===== config.mk =====
export PLATFORM = sky130hd
export DESIGN_NAME = pheap_level
export DESIGN_NICKNAME = d
export VERILOG_FILES = /design/src/rtl/pheap_level.sv
export SDC_FILE = /design/constraint.sdc
export NUM_CORES = 1
export LEC_CHECK = 0
export CAP_MARGIN = 0
export CORE_MARGIN = 4
export CORE_UTILIZATION = 50
export CTS_CLUSTER_DIAMETER = 50
export DETAILED_ROUTE_END_ITERATION = 12
export GPL_TIMING_DRIVEN = 0
export PLACE_DENSITY = 0.87
export SYNTH_ARGS = -nofsm -noshare
export SYNTH_HDL_FRONTEND = slang
export SYNTH_SLANG_ARGS = --single-unit

===== constraint.sdc =====
create_clock -name clk -period 6.3 [get_ports clk]
set_input_delay 1.26 -clock clk [delete_from_list [all_inputs] [get_ports clk]]
set_output_delay 1.26 -clock clk [all_outputs]
set_load 0.01 [all_outputs]

===== src/rtl/pheap_level.sv =====
// pheap_level: one level of a pipelined max-heap priority queue (node store, ENQ/DEQ, child forwarding).
// Define PHEAP_REPLACE_EN to add op 3 REPLACE; otherwise op 3 is ignored like NOP.
module pheap_level #(
    parameter int LEVELS = 3,
    parameter int LEVEL  = 1,
    parameter int PW     = 32,
    localparam int AW    = (LEVEL > 1) ? LEVEL - 1 : 1,
    localparam int PAW   = (LEVEL > 2) ? LEVEL - 2 : 1,
    localparam int EW    = PW + LEVELS + 1
) (
    input  logic             clk,
    input  logic             rst_n,
    input  logic             i_start,
    input  logic [1:0]       i_op,
    input  logic [AW-1:0]    i_addr,
    input  logic [PW-1:0]    i_in_pri,
    output logic             o_ready,
    output logic [1:0]       o_done,
    output logic             o_out_valid,
    output logic [PW-1:0]    o_out_pri,
    output logic [AW-1:0]    o_c_raddr,
    input  logic [EW-1:0]    i_c_rd_l,
    input  logic [EW-1:0]    i_c_rd_r,
    output logic             o_c_start,
    output logic [1:0]       o_c_op,
    output logic [LEVEL-1:0] o_c_addr,
    output logic [PW-1:0]    o_c_pri,
    input  logic [PAW-1:0]   i_p_raddr,
    output logic [EW-1:0]    o_p_rd_l,
    output logic [EW-1:0]    o_p_rd_r
);
    localparam int DEPTH = 2 ** (LEVEL - 1);
    localparam logic [AW-1:0] MASK = AW'(DEPTH - 1);
    localparam logic [LEVELS-1:0] CAP0 = LEVELS'(2 ** (LEVELS - LEVEL + 1) - 1);
    localparam bit LEAF = (LEVEL == LEVELS);
    localparam logic [1:0] ENQ = 2'd1, DEQ = 2'd2;
    localparam logic [1:0] D_DONE = 2'd0, D_WAIT = 2'd1, D_NEXT = 2'd2;

    typedef enum logic [1:0] {S_INIT, S_IDLE, S_EXEC} state_t;

    state_t          r_state;
    logic [AW-1:0]   r_ptr, r_addr;
    logic [1:0]      r_op;
    logic [PW-1:0]   r_in;
    logic [EW-1:0]   r_mem [DEPTH];

    logic [AW-1:0]     w_idx, w_pl, w_pr, w_widx;
    logic [EW-1:0]     w_node, w_l, w_r, w_wdata;
    logic [PW-1:0]     w_n_pri, w_l_pri, w_r_pri, w_m_pri, w_opri, w_cpri;
    logic [LEVELS-1:0] w_n_cap, w_l_cap, w_r_cap, w_cap_dec, w_cap_inc;
    logic              w_n_act, w_l_act, w_r_act, w_any, w_max_side, w_enq_side, w_in_gt;
    logic              w_enq, w_acc, w_we, w_fwd, w_side, w_oval;
    logic [1:0]        w_cop;

    assign w_idx = r_addr & MASK;
    assign w_node = r_mem[w_idx];
    // A leaf has no children: present them as inactive with zero capacity.
    assign w_l = LEAF ? '0 : i_c_rd_l;
    assign w_r = LEAF ? '0 : i_c_rd_r;
    assign {w_n_pri, w_n_cap, w_n_act} = w_node;
    assign {w_l_pri, w_l_cap, w_l_act} = w_l;
    assign {w_r_pri, w_r_cap, w_r_act} = w_r;
    assign w_any = w_l_act | w_r_act;
    assign w_max_side = w_r_act && (!w_l_act || w_r_pri > w_l_pri);
    assign w_m_pri = w_max_side ? w_r_pri : w_l_pri;
    assign w_enq_side = (w_l_cap == '0) || (w_r_cap > w_l_cap);
    assign w_in_gt = r_in > w_n_pri;
    assign w_cap_dec = (w_n_cap == '0) ? '0 : w_n_cap - LEVELS'(1);
    assign w_cap_inc = (w_n_cap == CAP0) ? CAP0 : w_n_cap + LEVELS'(1);
    assign w_pl = (AW'(i_p_raddr) << 1) & MASK;
    assign w_pr = (w_pl | AW'(1)) & MASK;
    assign o_c_raddr = i_addr;

`ifdef PHEAP_REPLACE_EN
    localparam logic [1:0] REP = 2'd3;
    assign w_enq = r_op == ENQ || (r_op == REP && !w_n_act);
    assign w_acc = i_op != 2'd0;
`else
    assign w_enq = r_op == ENQ;
    assign w_acc = i_op == ENQ || i_op == DEQ;
`endif

    always_comb begin
        w_we = 1'b0;
        w_widx = r_ptr & MASK;
        w_wdata = {{PW{1'b0}}, CAP0, 1'b0};
        w_fwd = 1'b0;
        w_side = 1'b0;
        w_cop = ENQ;
        w_cpri = '0;
        w_oval = 1'b0;
        w_opri = '0;
        if (r_state == S_INIT) begin
            w_we = 1'b1;
        end else if (r_state == S_EXEC) begin
            w_widx = w_idx;
            if (w_enq) begin
                w_we = 1'b1;
                w_oval = w_n_act;
                w_opri = !w_n_act ? '0 : w_in_gt ? w_n_pri : r_in;
                w_wdata = {(w_n_act && !w_in_gt) ? w_n_pri : r_in, w_cap_dec, 1'b1};
                w_cpri = w_opri;
                w_side = w_enq_side;
                w_fwd = w_n_act && !LEAF;
            end else if (w_n_act && r_op == DEQ) begin
                w_we = 1'b1;
                w_oval = 1'b1;
                w_opri = w_n_pri;
                w_wdata = {w_any ? w_m_pri : {PW{1'b0}}, w_cap_inc, w_any};
                w_side = w_max_side;
                w_fwd = w_any;
                w_cop = DEQ;
`ifdef PHEAP_REPLACE_EN
            end else if (w_n_act) begin
                w_we = 1'b1;
                w_oval = 1'b1;
                w_opri = w_n_pri;
                w_fwd = w_any && r_in < w_m_pri;
                w_wdata = {w_fwd ? w_m_pri : r_in, w_n_cap, 1'b1};
                w_side = w_max_side;
                w_cop = REP;
                w_cpri = r_in;
`endif
            end
        end
    end

    always_ff @(posedge clk) begin
        if (w_we) r_mem[w_widx] <= w_wdata;
    end

    always_ff @(posedge clk or negedge rst_n) begin
        if (!rst_n) begin
            r_state <= S_INIT;
            r_ptr <= '0;
            r_op <= '0;
            r_addr <= '0;
            r_in <= '0;
            o_ready <= 1'b0;
            o_done <= D_WAIT;
            o_out_valid <= 1'b0;
            o_out_pri <= '0;
            o_c_start <= 1'b0;
            o_c_op <= '0;
            o_c_addr <= '0;
            o_c_pri <= '0;
            o_p_rd_l <= '0;
            o_p_rd_r <= '0;
        end else begin
            o_out_valid <= r_state == S_EXEC && w_oval;
            o_c_start <= r_state == S_EXEC && w_fwd;
            // Write-first: a node written this cycle is read back with its new value.
            o_p_rd_l <= (LEVEL == 1) ? '0 : (w_we && w_widx == w_pl) ? w_wdata : r_mem[w_pl];
            o_p_rd_r <= (LEVEL == 1) ? '0 : (w_we && w_widx == w_pr) ? w_wdata : r_mem[w_pr];
            case (r_state)
                S_INIT: begin
                    r_ptr <= r_ptr + AW'(1);
                    if (r_ptr == MASK) begin
                        r_state <= S_IDLE;
                        o_ready <= 1'b1;
                        o_done <= D_DONE;
                    end
                end
                S_IDLE: if (i_start && w_acc) begin
                    r_state <= S_EXEC;
                    r_op <= i_op;
                    r_addr <= i_addr;
                    r_in <= i_in_pri;
                    o_ready <= 1'b0;
                    o_done <= D_WAIT;
                end
                S_EXEC: begin
                    r_state <= S_IDLE;
                    o_ready <= 1'b1;
                    o_done <= w_fwd ? D_NEXT : D_DONE;
                    o_out_pri <= w_opri;
                    o_c_op <= w_cop;
                    o_c_addr <= (LEVEL'(r_addr) << 1) | LEVEL'(w_side);
                    o_c_pri <= w_cpri;
                end
                default: r_state <= S_INIT;
            endcase
        end
    end
endmodule


# == Yosys cells after proc, flatten, opt, wreduce, memory -nomap -nowiden ==
# Memories as Yosys holds them, arrays and structs flattened.
# Cells that the tools add are included.
# classes
reduce_logical,18
n_addsub,3
n_mux,45
order_cmp,3
bitwise,1
eq_ne,9
# ops
operator,n
two-way mux 32 bit,10
two-way mux 36 bit,4
greater-than comparator 32 bit,2
two-way mux 1 bit,18
two-way mux 2 bit,8
one-hot mux 2 bit (3 select lines),2
"equality test 2 x 1 -> 1 bit, second input constant",3
"equality test 2 bit, second input constant",3
logical AND 1 bit,6
logical NOT 3 bit,2
two-way mux 3 bit,2
"!= test 2 bit, second input constant",2
AND reduction 2 bit,2
"adder 3 x 1 -> 3 bit, second input constant",1
"equality test 3 bit, second input constant",1
greater-than comparator 3 bit,1
logical OR 1 bit,3
one-hot mux 1 bit (3 select lines),1
AND reduction 3 bit,1
nonzero test 3 bit,1
"subtractor 3 x 1 -> 3 bit, second input constant",1
logical NOT 1 bit,2
logical NOT 2 bit,1
"adder 1 bit, second input constant",1
bitwise OR 1 bit,1
# word_totals
out_inout_bits,145
ramBits,36
word_cells,92
ff_bits,109
mem_count,1
input_bits,111
# mem_list
memory,depth,width,read_ports,rd_clocked_by_memory_dff,write_ports,line_no,text
r_mem,1,36,1,0,1,45,logic [EW-1:0] r_mem [DEPTH];

# == Depth between registers and ports, before layout ==
# logic_depth
ltp_word,9
mapped_depth,11
mapped_depth_nobuf,8

# == Worst setup path after synthesis ==
# No wires, ideal clock.
# synth_path
path_type,register to register
start,register r_in[13] (netlist name)
end,memory r_mem[0][10] in the netlist's numbering (enable)
period_less_slack_ns,3.934
n_path_buf,2
arrival_ns,3.504
setup_slack_ns,2.366
path_stages_with_launch,9
setup_ns,0.430
t_required_ns,5.870
cell_sequence,dfrtp_1 > ha_1 > and3_1 > a31oi_1 > o32a_1 > o21a_1 > buf_2 > buf_1 > a21boi_1
# synth_rtl
item,line_no
end: declaration,45

# == Final worst setup path ==
# layout_path
start,input port i_c_rd_l[31]
end,"memory r_mem[0][15] in the netlist's numbering, data pin"
# layout_between
elab_chain_cells,9
# layout_lines
item,line_no,text
start: declaration,22,"input logic [EW-1:0] i_c_rd_l,"
greater-than comparator 32 bit,64,assign w_max_side = w_r_act && (!w_l_act || w_r_pri > w_l_pri);
logical OR 1 bit,64,
logical AND 1 bit,64,
two-way mux 32 bit,65,assign w_m_pri = w_max_side ? w_r_pri : w_l_pri;
two-way mux 32 bit,109,"w_wdata = {w_any ? w_m_pri : {PW{1'b0}}, w_cap_inc, w_any};"
two-way mux 36 bit,105,end else if (w_n_act && r_op == DEQ) begin
two-way mux 36 bit,97,if (w_enq) begin
two-way mux 36 bit,95,end else if (r_state == S_EXEC) begin
two-way mux 36 bit,93,if (r_state == S_INIT) begin
# No other way between the ends.

==> run_results.csv <==
group,metric,value,unit
cts,postCtsHoldBufs,0,
global_route,number_of_antenna_violations_at_the_first_check_in_global_routing,1,
synthesis,netlist-cell-type-count,56,
sta,final_max_slew_viol_count,0,
global_route,grt_pass1_vias,8176,
cts,clk_path_buf_depth,2,
finish,number_of_nets_at_the_end_of_the_flow,1387,
drt,drt_first_iter_violations,849,
synthesis,synthCells,932,
placement,finalWeightedCongestion,0.888,
setup_path,worst_r2r_startpoint,"r_in[13]",
cts,clkSlewWorstSetupHoldPaths,60,ps
synthesis,ys_seq_elements,142,
die,floorplan.rows,49,
drt,drc,0,
synthesis,postSynthAreaPerCell,9.79,um^2
drt,route.detailed.vias_per_inst,5.73,
drt,num_vias,8292,
cts,insertion_delay,430,ps
power,powerDensity,410,mW/mm^2
cts,post_cts_resized,0,
sta,timing.slew.headroom,25.0,%
cts,clock-sinks,142,
sta,grt_setup_unrepaired,"no",
drt,postRouteAntennaNets,0,
setup_path,slowest_stage_cell_crit_path,"sky130_fd_sc_hd__nor4_1",
synthesis,synth.cell_area,0.00913,mm^2
sta,fmax,0.222,GHz
worst_hold_path,holdCritStartpoint,"o_c_op[1]",
synthesis,yosysSeqAreaShare,40.8,%
drt,drtPass1Iterations,5,
synthesis,synth_edf_count,33,
setup_path,worst_path_largest_cell_delay,740,ps
sta,setup_violating_endpoint_count_in_the_final_report,0,
die,core_area,0.0180,mm^2
job,max_cap_viol_count,0,
synthesis,synth_top_area_share,29.6,%
synthesis,post_synth_main_area_contributors,"sky130_fd_sc_hd__dfrtp_1, sky130_fd_sc_hd__edfxtp_1, sky130_fd_sc_hd__ha_1",
power,power.ir.vdd_worst,0.298,mV
finish,layout_common_cells,"sky130_fd_sc_hd__clkdlybuf4s50_1, sky130_fd_sc_hd__nand2_1, sky130_fd_sc_hd__inv_1, sky130_fd_sc_hd__dfrtp_1, sky130_fd_sc_hd__buf_4",
power,power_frac_clock,18.9,%
die,die_x,143,um
sta,worstMarginPinSlew,1120,ps
die,floorplan.initialDensity,50.8,%
cts,tritoncts.num_buffers,17,
sta,period_share,71.5,%
cts,maximum_level_of_the_cts_h_tree,4,
setup_path,path_class,"primary input to flop",
finish,post-route-util,67.3,%
setup_path,worstPathCellList,"clkdlybuf4s50_1, inv_1, ha_1, nand4_1, nor4_1, o211ai_1, a41oi_1, or2_1, buf_6, buf_6, o211ai_2",
setup_path,worst_path_dominant_cell_family,"simple AND/OR/NAND/NOR gates",
finish,drive_gt1_share,14.2,%
power,cellInternalPower,0.00286,W
synthesis,synth_top_flop_cell,"sky130_fd_sc_hd__dfrtp_1",
global_route,grt_util_all_layers,26.4,%
global_route,wire_length_of_the_first_global_routing_pass,42000,um
synthesis,ys_async_sr_fraction,76.8,%
placement,port_buffers,181,
placement,pre_cts_slack,1520,ps
setup_path,cp_data_arrival_time,4660,ps
setup_path,cp_max_fo,10,
power,comb_power_share,46.6,%
synthesis,synth_area_leader_cell,"sky130_fd_sc_hd__dfrtp_1",
setup_path,cpMostUsedCell,"sky130_fd_sc_hd__buf_6",
drt,totalWireLength,27500,um
global_route,grt_max_degree,68,
setup_path,setup.worst_path.start,"i_c_rd_l[31]",
setup_path,worstPathBufferInverterCount,4,
setup_path,required,6460,ps
cts,cts_tree,"done",
finish,n_fill_cell,1377,
setup_path,worstSetupEndpointType,"flop",
drt,routed_wire_length_per_instance,19.0,um
finish,antenna_cells_inserted,0,
setup_path,critical_path.startpoint_type,"primary input",
sta,skew,7.38,ps
global_route,grt_remaining_overflow,0,
sta,setup_slack,1800,ps
power,portion_of_total_power_attributed_to_sequential_cells,34.6,%
sta,post_route_worst_hold_slack,495,ps
cts,clockRootBuffer,"sky130_fd_sc_hd__clkbuf_16",
sta,finalHoldViolations,0,
finish,mostFrequentLayoutCell,"sky130_fd_sc_hd__clkdlybuf4s50_1",
synthesis,yosys_warnings,0,
worst_hold_path,worstHoldPathType,"flop to flop",
die,ioPinCount,256,
die,chipHeight,143,um
power,netSwitchingPower,0.00209,W
finish,layout-area-overhead-vs-synth,32.5,%
cts,cts_setup_buffers,0,
power,leakagePower,5.31,nW
outcome,outcome,"completed",
placement,dp.final_hpwl,21300,um
power,sw_frac_of_total,42.2,%
sta,final_period_minus_worst_setup_slack,4500,ps
die,floorplan.die_area,0.0205,mm^2
flip-flops by register name, summed over array words and instances, names as in the netlist:
register     count
o_c_pri         32
o_done           2
o_out_valid      1
r_op             2
r_mem           33
o_c_addr         1
o_ready          1
o_c_op           2
r_ptr            1
o_c_start        1
r_state          2
r_in            32
o_out_pri       32
routing by layer:
metal  up-vias  GRT usage (%)  routed length [um]
li1       3834              -                   -
met1      3948           31.9               10400
met2       432           44.4               13600
met3        76           7.10                2660
met4         2           11.1                 894
met5         -              0                   7
cell usage after synthesis (4+ instances only):
master,number
sky130_fd_sc_hd__clkbuf_1,50
sky130_fd_sc_hd__o211ai_2,30
sky130_fd_sc_hd__o2111ai_1,32
sky130_fd_sc_hd__nand4_1,12
sky130_fd_sc_hd__nor3_1,6
sky130_fd_sc_hd__mux2_2,33
sky130_fd_sc_hd__edfxtp_1,33
sky130_fd_sc_hd__dfrtp_1,108
sky130_fd_sc_hd__o21ai_0,19
sky130_fd_sc_hd__a22oi_1,32
sky130_fd_sc_hd__ha_1,71
sky130_fd_sc_hd__nand2b_1,4
sky130_fd_sc_hd__a21oi_1,25
sky130_fd_sc_hd__nor4_1,4
sky130_fd_sc_hd__o211ai_1,68
sky130_fd_sc_hd__nand2_1,115
sky130_fd_sc_hd__inv_1,108
sky130_fd_sc_hd__buf_1,5
sky130_fd_sc_hd__buf_6,4
sky130_fd_sc_hd__buf_4,73
sky130_fd_sc_hd__nor2_1,11
sky130_fd_sc_hd__nand3_1,8
sky130_fd_sc_hd__o221ai_1,32
worst paths after layout:
| kind | end | slack [ps] | cells past startpoint |
|---|---|---|---|
| worst max-delay path | r_mem[0][15] | 1800 | 11 |
| worst min-delay path | o_c_op[1] | 500 | 1 |
| worst max register to register | r_mem[0][16] | 2380 | 11 |
| worst min register to register | o_c_op[1] | 500 | 1 |
| max in group asynchronous | o_done[0] | 4680 | 2 |
| min in group asynchronous | r_in[25] | 840 | 1 |
power by group through the flow:
stage / combinational, W / sequential (W) / clock [W]
5_1_grt: 0.00250 / 0.00175 / 0.000977
2_1_floorplan: 0.00127 / 0.00167 / 0
6_report: 0.00231 / 0.00171 / 0.000936
4_1_cts: 0.00228 / 0.00170 / 0.000934
3_3_place_gp: 0.00211 / 0.00170 / 0
3_5_place_dp: 0.00224 / 0.00171 / 0
layout make-up:
type	count	area, um^2	area share, %
Buffer	133	805	6.65
Timing Repair Buffer	183	1860	15.4
Multi-Input combinational cell	619	4470	37.0
Inverter	109	409	3.38
Tap cell	229	287	2.37
Clock buffer	23	468	3.87
Sequential cell	142	3720	30.8
Clock inverter	9	68.8	0.569
stage by stage:
stage / instance area (um^2) / total power [W] / TNS [ps] / std cells
6_report: 12100 / 0.00496 / 0 / 1447
5_1_grt: 12100 / 0.00523 / 0 / 1447
4_1_cts: 12100 / 0.00491 / 0 / 1447
3_5_place_dp: 11600 / 0.00395 / 0 / 1415
3_3_place_gp: 11500 / 0.00381 / -18610 / 1413
2_1_floorplan: 9390 / 0.00294 / 0 / 1003
logic make-up (layout without fill, tap and decap cells):
group | count (synthesis) | after routing | share of synthesized area [%]
XOR/XNOR | 2 | 2 | 0.192
adder cells (fa/ha/maj) | 71 | 71 | 9.73
other | 1 | 72 | 0.0411
flip-flops | 142 | 142 | 40.8
AO/OA/AOI/OAI | 264 | 264 | 23.2
buffers and inverters | 242 | 457 | 13.3
AND/OR/NAND/NOR | 176 | 176 | 8.57
multiplexers | 34 | 34 | 4.18
Note: power is estimated with default switching activity, not from simulation.
